**src/rtl/ej32_pkg.sv**
```systemverilog
// ej32_pkg: shared constants and types for the eJ32 front end
package ej32_pkg;
  localparam int FETCH_ASZ = 17;
  localparam logic [7:0] OP_NOP = 8'h00;
  typedef enum logic {S_IDLE = 1'b0, S_RUN = 1'b1} fetch_st_t;
endpackage

```
**src/rtl/ej32_fetch_q.sv**
```systemverilog
// ej32_fetch_q: byte FIFO with head and two-deep peek, simultaneous push/pop and sync clear
module ej32_fetch_q import ej32_pkg::*; #(
  parameter int QD = 4
) (
  input  logic                  clk,
  input  logic                  rst_n,
  input  logic                  clr,
  input  logic                  push,
  input  logic [7:0]            din,
  input  logic                  pop,
  output logic [7:0]            head,
  output logic [7:0]            pk1,
  output logic [7:0]            pk2,
  output logic [$clog2(QD):0]   cnt
);
  localparam int AW = $clog2(QD);
  logic [7:0] mem [QD];
  logic [AW:0] wp, rp;
  logic [AW-1:0] r0, r1, r2;
  logic do_push, do_pop;
  assign cnt = wp - rp;
  assign do_pop = pop && cnt != '0;
  assign do_push = push && (!cnt[AW] || do_pop);
  assign r0 = rp[AW-1:0];
  assign r1 = r0 + AW'(1);
  assign r2 = r0 + AW'(2);
  assign head = cnt != '0 ? mem[r0] : OP_NOP;
  assign pk1 = int'(cnt) > 1 ? mem[r1] : 8'h00;
  assign pk2 = int'(cnt) > 2 ? mem[r2] : 8'h00;
  // pointer update; extra MSB tells full from empty
  always_ff @(posedge clk or negedge rst_n)
    if (!rst_n) begin
      wp <= '0;
      rp <= '0;
    end else if (clr) begin
      wp <= '0;
      rp <= '0;
    end else begin
      if (do_push) wp <= wp + (AW+1)'(1);
      if (do_pop) rp <= rp + (AW+1)'(1);
    end
  // byte storage, writing the slot a same-cycle pop frees is safe
  always_ff @(posedge clk)
    if (do_push && !clr) mem[wp[AW-1:0]] <= din;
endmodule

```
**src/rtl/ej32_fetch.sv**
```systemverilog
// ej32_fetch: bytecode prefetch unit feeding the eJ32 decoder
module ej32_fetch import ej32_pkg::*; #(
  parameter int             ASZ    = FETCH_ASZ,
  parameter int             QD     = 4,
  parameter int             MAXO   = 2,
  parameter logic [ASZ-1:0] RST_PC = '0
) (
  input  logic           clk,
  input  logic           rst_n,
  output logic           mem_req,
  output logic [ASZ-1:0] mem_a,
  input  logic           mem_rdy,
  input  logic           mem_vld,
  input  logic [7:0]     mem_d,
  input  logic           redir,
  input  logic [ASZ-1:0] redir_a,
  input  logic           adv,
  output logic [7:0]     code_o,
  output logic [7:0]     op1_o,
  output logic [7:0]     op2_o,
  output logic [2:0]     cnt_o,
  output logic           code_vld,
  output logic [ASZ-1:0] p_o
);
  localparam int QW = $clog2(QD);
  localparam int OW = $clog2(MAXO + 1);
  fetch_st_t st;
  logic [ASZ-1:0] fa, p;
  logic [OW-1:0] outst, drop, outst_n;
  logic [QW:0] qcnt;
  logic run, rd, acc, push, pop;
  assign run = st == S_RUN;
  assign rd = redir && run;
  assign code_vld = qcnt != '0;
  assign mem_req = run && !redir && int'(outst) < MAXO && int'(qcnt) + int'(outst) - int'(drop) < QD;
  assign mem_a = fa;
  assign acc = mem_req && mem_rdy;
  assign outst_n = outst + OW'(acc) - OW'(mem_vld);
  assign push = mem_vld && drop == '0 && !rd;
  assign pop = adv && code_vld && !rd;
  assign cnt_o = int'(qcnt) > 3 ? 3'd3 : 3'(qcnt);
  assign p_o = p;
  ej32_fetch_q #(.QD(QD)) u_q (
    .clk(clk), .rst_n(rst_n), .clr(rd), .push(push), .din(mem_d), .pop(pop),
    .head(code_o), .pk1(op1_o), .pk2(op2_o), .cnt(qcnt)
  );
  // fetch address, head address and in-flight/drop accounting; redirect wins
  always_ff @(posedge clk or negedge rst_n)
    if (!rst_n) begin
      st <= S_IDLE;
      fa <= '0;
      p <= RST_PC;
      outst <= '0;
      drop <= '0;
    end else if (!run) begin
      st <= S_RUN;
      fa <= RST_PC;
    end else begin
      outst <= outst_n;
      fa <= rd ? redir_a : acc ? fa + ASZ'(1) : fa;
      p <= rd ? redir_a : pop ? p + ASZ'(1) : p;
      drop <= rd ? outst_n : (mem_vld && drop != '0) ? drop - OW'(1) : drop;
    end
  a_no_underflow: assert property (@(posedge clk) disable iff (!rst_n) !(mem_vld && outst == '0));
endmodule
```
**config.mk**
```make
export PLATFORM = sky130hd
export DESIGN_NAME = ej32_fetch
export DESIGN_NICKNAME = d
export VERILOG_FILES = /design/src/rtl/ej32_pkg.sv /design/src/rtl/ej32_fetch_q.sv /design/src/rtl/ej32_fetch.sv
export SDC_FILE = /design/constraint.sdc
export NUM_CORES = 1
export LEC_CHECK = 0
export CORE_UTILIZATION = 56
export CTS_BUF_LIST = sky130_fd_sc_hd__clkbuf_4 sky130_fd_sc_hd__clkbuf_8 sky130_fd_sc_hd__clkbuf_16
export CTS_CLUSTER_DIAMETER = 100
export DETAILED_ROUTE_END_ITERATION = 6
export HOLD_SLACK_MARGIN = 0.12
export PLACE_DENSITY = 0.92
export REMOVE_ABC_BUFFERS = 1
export SKIP_CTS_REPAIR_TIMING = 1
export SLEW_MARGIN = 20
export SYNTH_ARGS = -nofsm -noshare
export SYNTH_HDL_FRONTEND = slang
export SYNTH_SLANG_ARGS = --single-unit
```
**constraint.sdc**
```tcl
create_clock -name clk -period 6.5 [get_ports clk]
set_clock_uncertainty 0.05 [all_clocks]
set_input_delay 1.625 -clock clk [delete_from_list [all_inputs] [get_ports clk]]
set_output_delay 1.625 -clock clk [all_outputs]
set_load 0.02 [all_outputs]
```
## Yosys cells after proc, flatten, opt, wreduce, memory -nomap -nowiden

Memory sizes are Yosys's and may differ from the RTL's.
Cells that the tools add are included.

- Register bits after elaboration: 45
- Word-level logic and storage cells: 69
- Memories kept: 1
- Memory bits (writable): 32
- Output and inout port bits: 63

- Multiplexer cells: 17
- Equal/unequal tests: 1
- Reductions and logical operators: 26
- Add/sub/neg operators: 12
- Order comparisons: 5

Memory list:

| memory | depth | width | read ports | clocked after memory_dff | write ports | RTL line | text |
|---|---|---|---|---|---|---|---|
| u_q.mem | 4 | 8 | 3 | 0 | 1 | ej32_fetch_q.sv:17 | `logic [7:0] mem [QD];` |

Operators by type and width:

| kind | count |
|---|---|
| $mux 17 | 5 |
| $add 17x1->17 const B | 2 |
| $mux 8 | 3 |
| $mux 3 | 5 |
| $logic_and 1x1->1 | 13 |
| $reduce_bool 2->1 | 5 |
| $add 3x1->3 const B | 2 |
| $gt 3x2->1 const B | 2 |
| $lt 5x4->1 const B | 1 |
| $sub 4x2->5 | 1 |
| $add 3x2->4 | 1 |
| $mux 2 | 2 |
| $reduce_and 2->1 | 2 |
| $gt 3x1->1 const B | 1 |
| $logic_not 1->1 | 3 |
| $ne 3x1->1 const B | 1 |
| $reduce_bool 3->1 | 1 |
| $sub 3x3->3 | 1 |
| $add 2x1->2 | 1 |
| $add 2x1->2 const B | 1 |
| $add 2x2->2 const B | 1 |
| $logic_not 2->1 | 1 |
| $lt 2x2->1 const B | 1 |
| $mux 1 | 2 |
| other kinds (3) | 3 |

## Longest topological paths before layout

Gate-level depths: netlist of run 1.

- Depth in word-level cells: 10
- Depth in mapped cells: 21
- Mapped depth without buffers: 20

## Hierarchy

A second synthesis of run 1 with hierarchy kept.

- Cell total of the unflattened synthesis: 443
- Area total of the unflattened synthesis: 4892.2 um^2

Modules (own cells, without submodules):

| module | sequential area each (um^2) | cells an instance | area an instance (um^2) | times used |
|---|---|---|---|---|
| ej32_fetch | 975.9 | 304 | 2678.8 | 1 |
| ej32_fetch_q | 1111.1 | 139 | 2213.4 | 1 |

## Least setup slack after synthesis of run 1

No wires, ideal clock.

- Path type: register to output
- From: register u_q.wp[0]
- To: output mem_req
- Path buffers: 0
- Data arrival time: 3.014 ns
- Cell stages (with the launch flop): 11
- Slack: 1.811 ns
- Path through: dfrtp_1 > inv_1 > ha_1 > fa_1 > fa_1 > inv_1 > ha_1 > and3b_1 > o21ai_0 > a32oi_4 > nor3_1

- Longest elaborated chain between the ends: 5

RTL lines:

| what | RTL line | text |
|---|---|---|
| start: declaration | ej32_fetch_q.sv:18 | `logic [AW:0] wp, rp;` |
| start signal: assignment | ej32_fetch_q.sv:39 | `if (do_push) wp <= wp + (AW+1)'(1);` |
| $sub 3x3->3 | ej32_fetch_q.sv:21 | `assign cnt = wp - rp;` |
| $add 3x2->4 | ej32_fetch.sv:35 | `assign mem_req = run && !redir && int'(outst) < MAXO && int'(qcnt) + int'(outst) - int'(drop) < QD;` |
| $sub 4x2->5 | ej32_fetch.sv:35 |  |
| $lt 5x4->1 | ej32_fetch.sv:35 |  |
| $logic_and 1x1->1 | ej32_fetch.sv:35 |  |
| end: declaration | ej32_fetch.sv:10 | `output logic mem_req,` |

No other way between the ends.

## Worst setup path in the final report of run 1

- From: input redir
- To: output mem_req

- Longest elaborated chain between the ends: 4

RTL lines:

| what | RTL line | text |
|---|---|---|
| start: declaration | ej32_fetch.sv:15 | `input logic redir,` |
| $logic_not 1->1 | ej32_fetch.sv:35 |  |
| $logic_and 1x1->1 (3 in a row) | ej32_fetch.sv:35 |  |

No other way between the ends.

==> results.py, run 1 <==
metrics = {
    "global_routing": {
        "antenna_found_initial": 0,
        "grtUsageTotal": 0.2881,
        "grt_pass1_vias": 3703,
        "grt_max_degree": 46,
        "busiest_layer": "met2",
        "met2_usage": 0.4926,
        "gr-usage-met3": 0.04844,
        "grt.met1_usage": 0.3731,
        "grt_remaining_overflow": 0,
        "grt_pass1_wl_mm": 18.85,
    },
    "power": {
        "p_per_area_nw_per_um2": 480.9,
        "ir_worst_vdd_v": 0.0002720,
        "p_leak_nw": 2.149,
        "p_total_mw": 2.795,
    },
    "synth": {
        "ys.flop_type": "dfrtp_1",
        "synth_cells": 425,
        "avgSynthCellArea_sq_um": 10.88,
        "ys_ff_latch": 77,
        "ys_seq_area_frac": 0.4514,
        "synth_most_common_cell": "dfrtp_1",
        "ys_async_sr_fraction": 0.5844,
        "yosysWarnings": 0,
        "synth_top_area_share": 0.2436,
        "syn_area_sq_um": 4623,
        "yosys.area.top_type": "dfrtp_1",
        "synth_cell_types": 55,
        "synthTopCellsByArea": "dfrtp_1 24%, edfxtp_1 21%, mux4_2 12%",
        "synthTopCellsByCount": "45 x dfrtp_1, 44 x nand2_1, 33 x o21ai_0, 32 x edfxtp_1, 27 x nor2b_1",
        "synth-edff-count": 32,
    },
    "route": {
        "drc": 0,
        "drt_iter0_markers": 218,
        "finalWirelength_mm": 11.71,
        "wire_per_inst_microns": 19.01,
        "dr.pass1.iters": 5,
        "vias": 3736,
        "vias_per_cell": 6.065,
        "detail-route-antenna-nets": 0,
    },
    "die": {
        "start_util": 0.5891,
        "dieWidth_microns": 92.86,
        "die_h_microns": 92.86,
        "ios": 94,
        "rows": 32,
        "core_sq_um": 7848,
        "dieArea_sq_um": 8623,
    },
    "cells_and_area": {
        "insertedDiodeCount": 0,
        "finish.net_count": 558,
        "fillerInstances": 545,
        "area_delta_synth_final_pct": 25.71,
        "drive_above_1_share": 0.1206,
    },
    "place": {
        "post-dp-hpwl_mm": 8.754,
        "gp_congestion": 0.9300,
        "port_buffers": 92,
    },
    "setup_path": {
        "critPathKind": "in2out",
        "crit_path_end_kind": "primary output",
        "worstPathRequired_ns": 4.83,
        "start_kind": "primary input",
        "cp_max_fo": 22,
        "cp.arrival_ns": 4.04,
    },
    "sta": {
        "min_period_ns": 5.712,
        "setup_viol_count_final": 0,
        "finalHoldViolCount": 0,
        "tightest_slew_ns": 0.8732,
        "rsz0062_at_grt": "false",
        "fmax_ghz": 0.1751,
        "slew_headroom": 0.4178,
        "finalSetupTns_ns": 0,
        "period_share": 0.8788,
        "drv_slew": 0,
    },
    "clocking": {
        "clk_latency_ns": 0.34,
        "clockRootBuffer": "clkbuf_8",
        "cts_buffer_depth": 2,
        "htreeDepth": 3,
        "cts.sinks": 77,
        "clk_pin_slew_ns": 0.08,
        "cts_tree": "yes",
        "numCtsBuffers": 9,
    },
    "job": {
        "cap_viol_max_count": 0,
    },
    "min_path": {
        "holdCritPathClass": "reg2reg",
    },
    "status": {
        "status": "complete, no violations",
    },
}
## routing by layer
layer	share of wire	vias to the layer above
met1	0.40	1832
met4	0.017	0
met2	0.50	200
met3	0.083	18
met5	0	-
li1	-	1686
## through the flow
stage | cell area [sq um] | utilization | setup slack (ns) | cells | hold slack (ns)
after floorplan | 4526 | - | 1.126 | 403 | 0.4529
after global placement | 5594 | 0.7129 | 0.9159 | 600 | 0.4712
after detailed placement | 5594 | 0.7129 | 0.8728 | 600 | 0.4944
after CTS | 5809 | 0.7403 | 0.8271 | 616 | 0.5083
after global routing | 5812 | 0.7406 | 0.5969 | 616 | 0.5308
final | 5812 | 0.7406 | 0.7879 | 616 | 0.5098
## layout make-up
cell class | instances | area (sq um) | area share
clock inverter | 5 | 58.81 | 0.01012
tap | 102 | 127.6 | 0.02196
sequential | 77 | 2087 | 0.3591
clock buffer | 11 | 156.4 | 0.02691
timing repair buffer | 95 | 940.9 | 0.1619
inverter | 20 | 75.07 | 0.01292
multi-input combinational | 306 | 2366 | 0.4071
## cell usage in the layout (no fill, tap or decap), types with 2 or more instances in the layout
cell and instances:
a211oi_1 3, a21oi_1 23, and2_1 5, and3_1 5, buf_4 4, clkbuf_8 9
clkdlybuf4s50_1 91, clkinvlp_4 2, conb_1 2, dfrtp_1 45, edfxtp_1 32, fa_1 2
ha_1 16, inv_1 20, mux2i_1 4, mux4_2 24, nand2_1 44, nand3_1 14
nand4_1 4, nor2_1 18, nor2_2 2, nor2_4 4, nor2b_1 27, nor3_1 9
nor4_1 2, o21a_1 2, o21ai_0 33, o21ai_1 7, o22ai_1 5, o31ai_1 2
or2_2 2, xnor2_1 17, xor2_1 9
## where the power goes
group,leakage (nW),switching [mW],internal (mW)
Clock,0.104,0.180,0.205
Sequential,0.859,0.0792,0.569
Combinational,1.19,0.950,0.811
## flip-flops by register name, summed over array words and instances (netlist names)
| register | flops |
|---|---|
| drop | 2 |
| u_q.mem | 32 |
| outst | 2 |
| u_q.rp | 3 |
| run | 1 |
| p_o | 17 |
| u_q.wp | 3 |
| mem_a | 17 |
## worst paths after layout
path / slack, ns / from / endpoint / cells after the start
setup reg to reg: 1.63 / u_q.wp[0] / drop[1] / 20
min in group asynchronous: 1.23 / rst_n / p_o[9] / 1
setup / recovery: 0.79 / redir / mem_req / 5
hold / removal: 0.51 / u_q.wp[0] / u_q.wp[0] / 1
hold reg to reg: 0.51 / u_q.wp[0] / u_q.wp[0] / 1
max in group asynchronous: 4.77 / rst_n / mem_a[15] / 1
## worst max-delay path, stage by stage
cell and delay, ns:
clkdlybuf4s50_1 0.56, inv_1 0.56, nand2_1 0.33, nor3_1 0.30, clkdlybuf4s50_1 0.65
## cell families after synthesis
| family | synth area share |
|---|---|
| compound gates | 0.1088 |
| xor+xnor | 0.05440 |
| fa+ha+maj | 0.05196 |
| buf+inv | 0.03735 |
| flops | 0.4514 |
| mux | 0.1280 |
| other cells | 0.001624 |
| simple gates | 0.1664 |
Power figures use the tool's default switching activity.
==> run 2, diff against run 1 <==
Settings changed: SKIP_CTS_REPAIR_TIMING 1 to not set.
==> results of run 2 <==
Final layout, timing and power as in run 1 (identical DEF).
==> run 3, diff against run 2 <==
Settings changed: CORE_MARGIN set to 2.
==> run 3 against run 2 <==
  * Register-to-register slack got worse by 0.17 ns
  * Final area decreased by 0.56%
  * Non-clock buffer count decreased by 1
  * Cell count increased by 0.32%
  * Wire length decreased by 1.8%
  * Power decreased by 2.8%
  * Sequential share of layout area increased by 0.20 points
  * Clock power decreased by 12%
  * Die area increased by 4.4%
  * Hold slack about the same
==> results.py, run 3 (same netlist as run 1, synthesis figures left out) <==
metrics = {
    "setup_path": {
        "crit_path_end_kind": "primary output",
        "crit_chain": "fa_1 -> fa_1 -> inv_1 -> ha_1 -> and3b_1 -> o21ai_0 -> a32oi_4 -> nor3_1 -> clkdlybuf4s50_1",
        "slowest_stage": "dfrtp_1",
        "r2r-start": "u_q.rp[1]",
        "crit_buf_inv": 2,
        "cp.arrival_ns": 4.22,
        "crit_top_cell": "fa_1",
        "r2r_slack_ns": 1.46,
        "r2r_end": "drop[1]",
        "r2r_cells": 18,
        "start_kind": "flop",
        "cp_max_fo": 19,
        "cp_top_family": "adder cells",
        "worstPathRequired_ns": 4.83,
        "crit_path_max_incr_delay_ns": 0.90,
        "critPathKind": "reg2out",
    },
    "route": {
        "drt_iter0_markers": 293,
        "wire_per_inst_microns": 18.61,
        "vias_per_cell": 6.060,
        "finalWirelength_mm": 11.50,
        "drc": 0,
        "vias": 3745,
        "dr.pass1.iters": 5,
        "detail-route-antenna-nets": 0,
    },
    "min_path": {
        "hold_depth": 1,
        "whs_endpoint": "u_q.wp[0]",
        "min-delay-start": "u_q.wp[0]",
        "holdCritPathClass": "reg2reg",
    },
    "clocking": {
        "numCtsBuffers": 9,
        "post_cts_buffers": 0,
        "clk_pin_slew_ns": 0.08,
        "cts_tree": "yes",
        "clockRootBuffer": "clkbuf_8",
        "ctsHoldBuffers": 0,
        "htreeDepth": 3,
        "post_cts_resize_count": 0,
        "cts.sinks": 77,
        "cts_buffer_depth": 2,
        "clk_latency_ns": 0.35,
    },
    "global_routing": {
        "grt_pass1_wl_mm": 18.42,
        "grt_remaining_overflow": 0,
        "grt_max_degree": 46,
        "grt_pass1_vias": 3713,
        "antenna_found_initial": 0,
        "grtUsageTotal": 0.2709,
    },
    "place": {
        "gp_congestion": 0.9144,
        "post-dp-hpwl_mm": 8.642,
        "port_buffers": 92,
        "dpl-instance-area_sq_um": 5590,
    },
    "cells_and_area": {
        "largest_register_ffs": 32,
        "final_common_cell": "clkdlybuf4s50_1",
        "final_area_sq_um": 5779,
        "finish.net_count": 557,
        "final_cell_mix": "91 x clkdlybuf4s50_1, 45 x dfrtp_1, 44 x nand2_1",
        "fillerInstances": 588,
        "area_delta_synth_final_pct": 25.01,
        "insertedDiodeCount": 0,
        "drive_above_1_share": 0.1189,
    },
    "die": {
        "core_sq_um": 8093,
        "ios": 94,
        "die_h_microns": 94.86,
        "start_util": 0.5713,
        "dieWidth_microns": 94.86,
        "dieArea_sq_um": 8998,
        "rows": 33,
    },
    "sta": {
        "finalHoldViolCount": 0,
        "period_share": 0.9063,
        "setup_viol_count_final": 0,
        "min_period_ns": 5.891,
        "fmax_ghz": 0.1698,
        "tightest_slew_ns": 0.8878,
        "drv_slew": 0,
        "rsz0062_at_grt": "false",
        "finalSetupTns_ns": 0,
        "slew_headroom": 0.4081,
    },
    "power": {
        "ir_worst_vdd_v": 0.0002674,
        "p_leak_nw": 2.135,
        "p_per_area_nw_per_um2": 470.0,
    },
    "job": {
        "cap_viol_max_count": 0,
    },
    "status": {
        "status": "complete, no violations",
    },
}
[run 3: cell types whose count changed in the layout (fill, tap and decap cells not counted), sizes merged]
cell,before,now
buf,4,3
clkinv,2,4
clkinvlp,2,1
bufinv,1,0
[run 3: per-stage QoR]
step | hold WS, ns | utilization | setup WS [ns] | total power, mW | cells
3_5_place_dp | 0.4833 | 0.6908 | 0.8692 | 2.389 | 602
5_1_grt | 0.5239 | 0.7141 | 0.2979 | 2.898 | 618
4_1_cts | 0.5090 | 0.7138 | 0.5561 | 2.726 | 618
3_3_place_gp | 0.4721 | 0.6908 | 0.9156 | 2.309 | 602
2_1_floorplan | 0.4529 | - | 1.126 | 1.762 | 403
6_report | 0.5099 | 0.7141 | 0.6090 | 2.716 | 618
[run 3: how the worst max path moves through the flow]
stage	from	to	slack (ns)	cells past startpoint
2_1_floorplan	u_q.rp[0]	mem_req	1.13	9
3_3_place_gp	redir	mem_req	0.92	5
4_1_cts	u_q.rp[1]	mem_req	0.56	9
6_report	u_q.rp[1]	mem_req	0.61	9
5_1_grt	u_q.rp[1]	mem_req	0.30	9
3_5_place_dp	redir	mem_req	0.87	5
[run 3: layout make-up]
type	count	area (sq um)	share of cell area
multi-input combinational	306	2366	0.4094
sequential	77	2087	0.3611
timing repair buffer	94	933.4	0.1615
inverter	20	75.07	0.01299
clock inverter	5	35.03	0.006062
clock buffer	11	151.4	0.02620
tap	105	131.4	0.02273
[run 3: report_power, final]
part / leakage, nW / switching [mW] / total (mW) / internal (mW)
sequential: 0.859 / 0.0938 / 0.663 / 0.569
combinational: 1.18 / 0.908 / 1.72 / 0.808
clock: 0.0953 / 0.179 / 0.338 / 0.159
[run 3: layer usage]
metal  wire [microns]  vias up  part of all wire  track usage
met2             5782      222              0.50       0.4681
met4              273        0             0.024       0.1087
li1                 -     1689                 -            -
met3             1021       29             0.089      0.04310
met1             4422     1805              0.38       0.3418
met5                0        -                 0            0
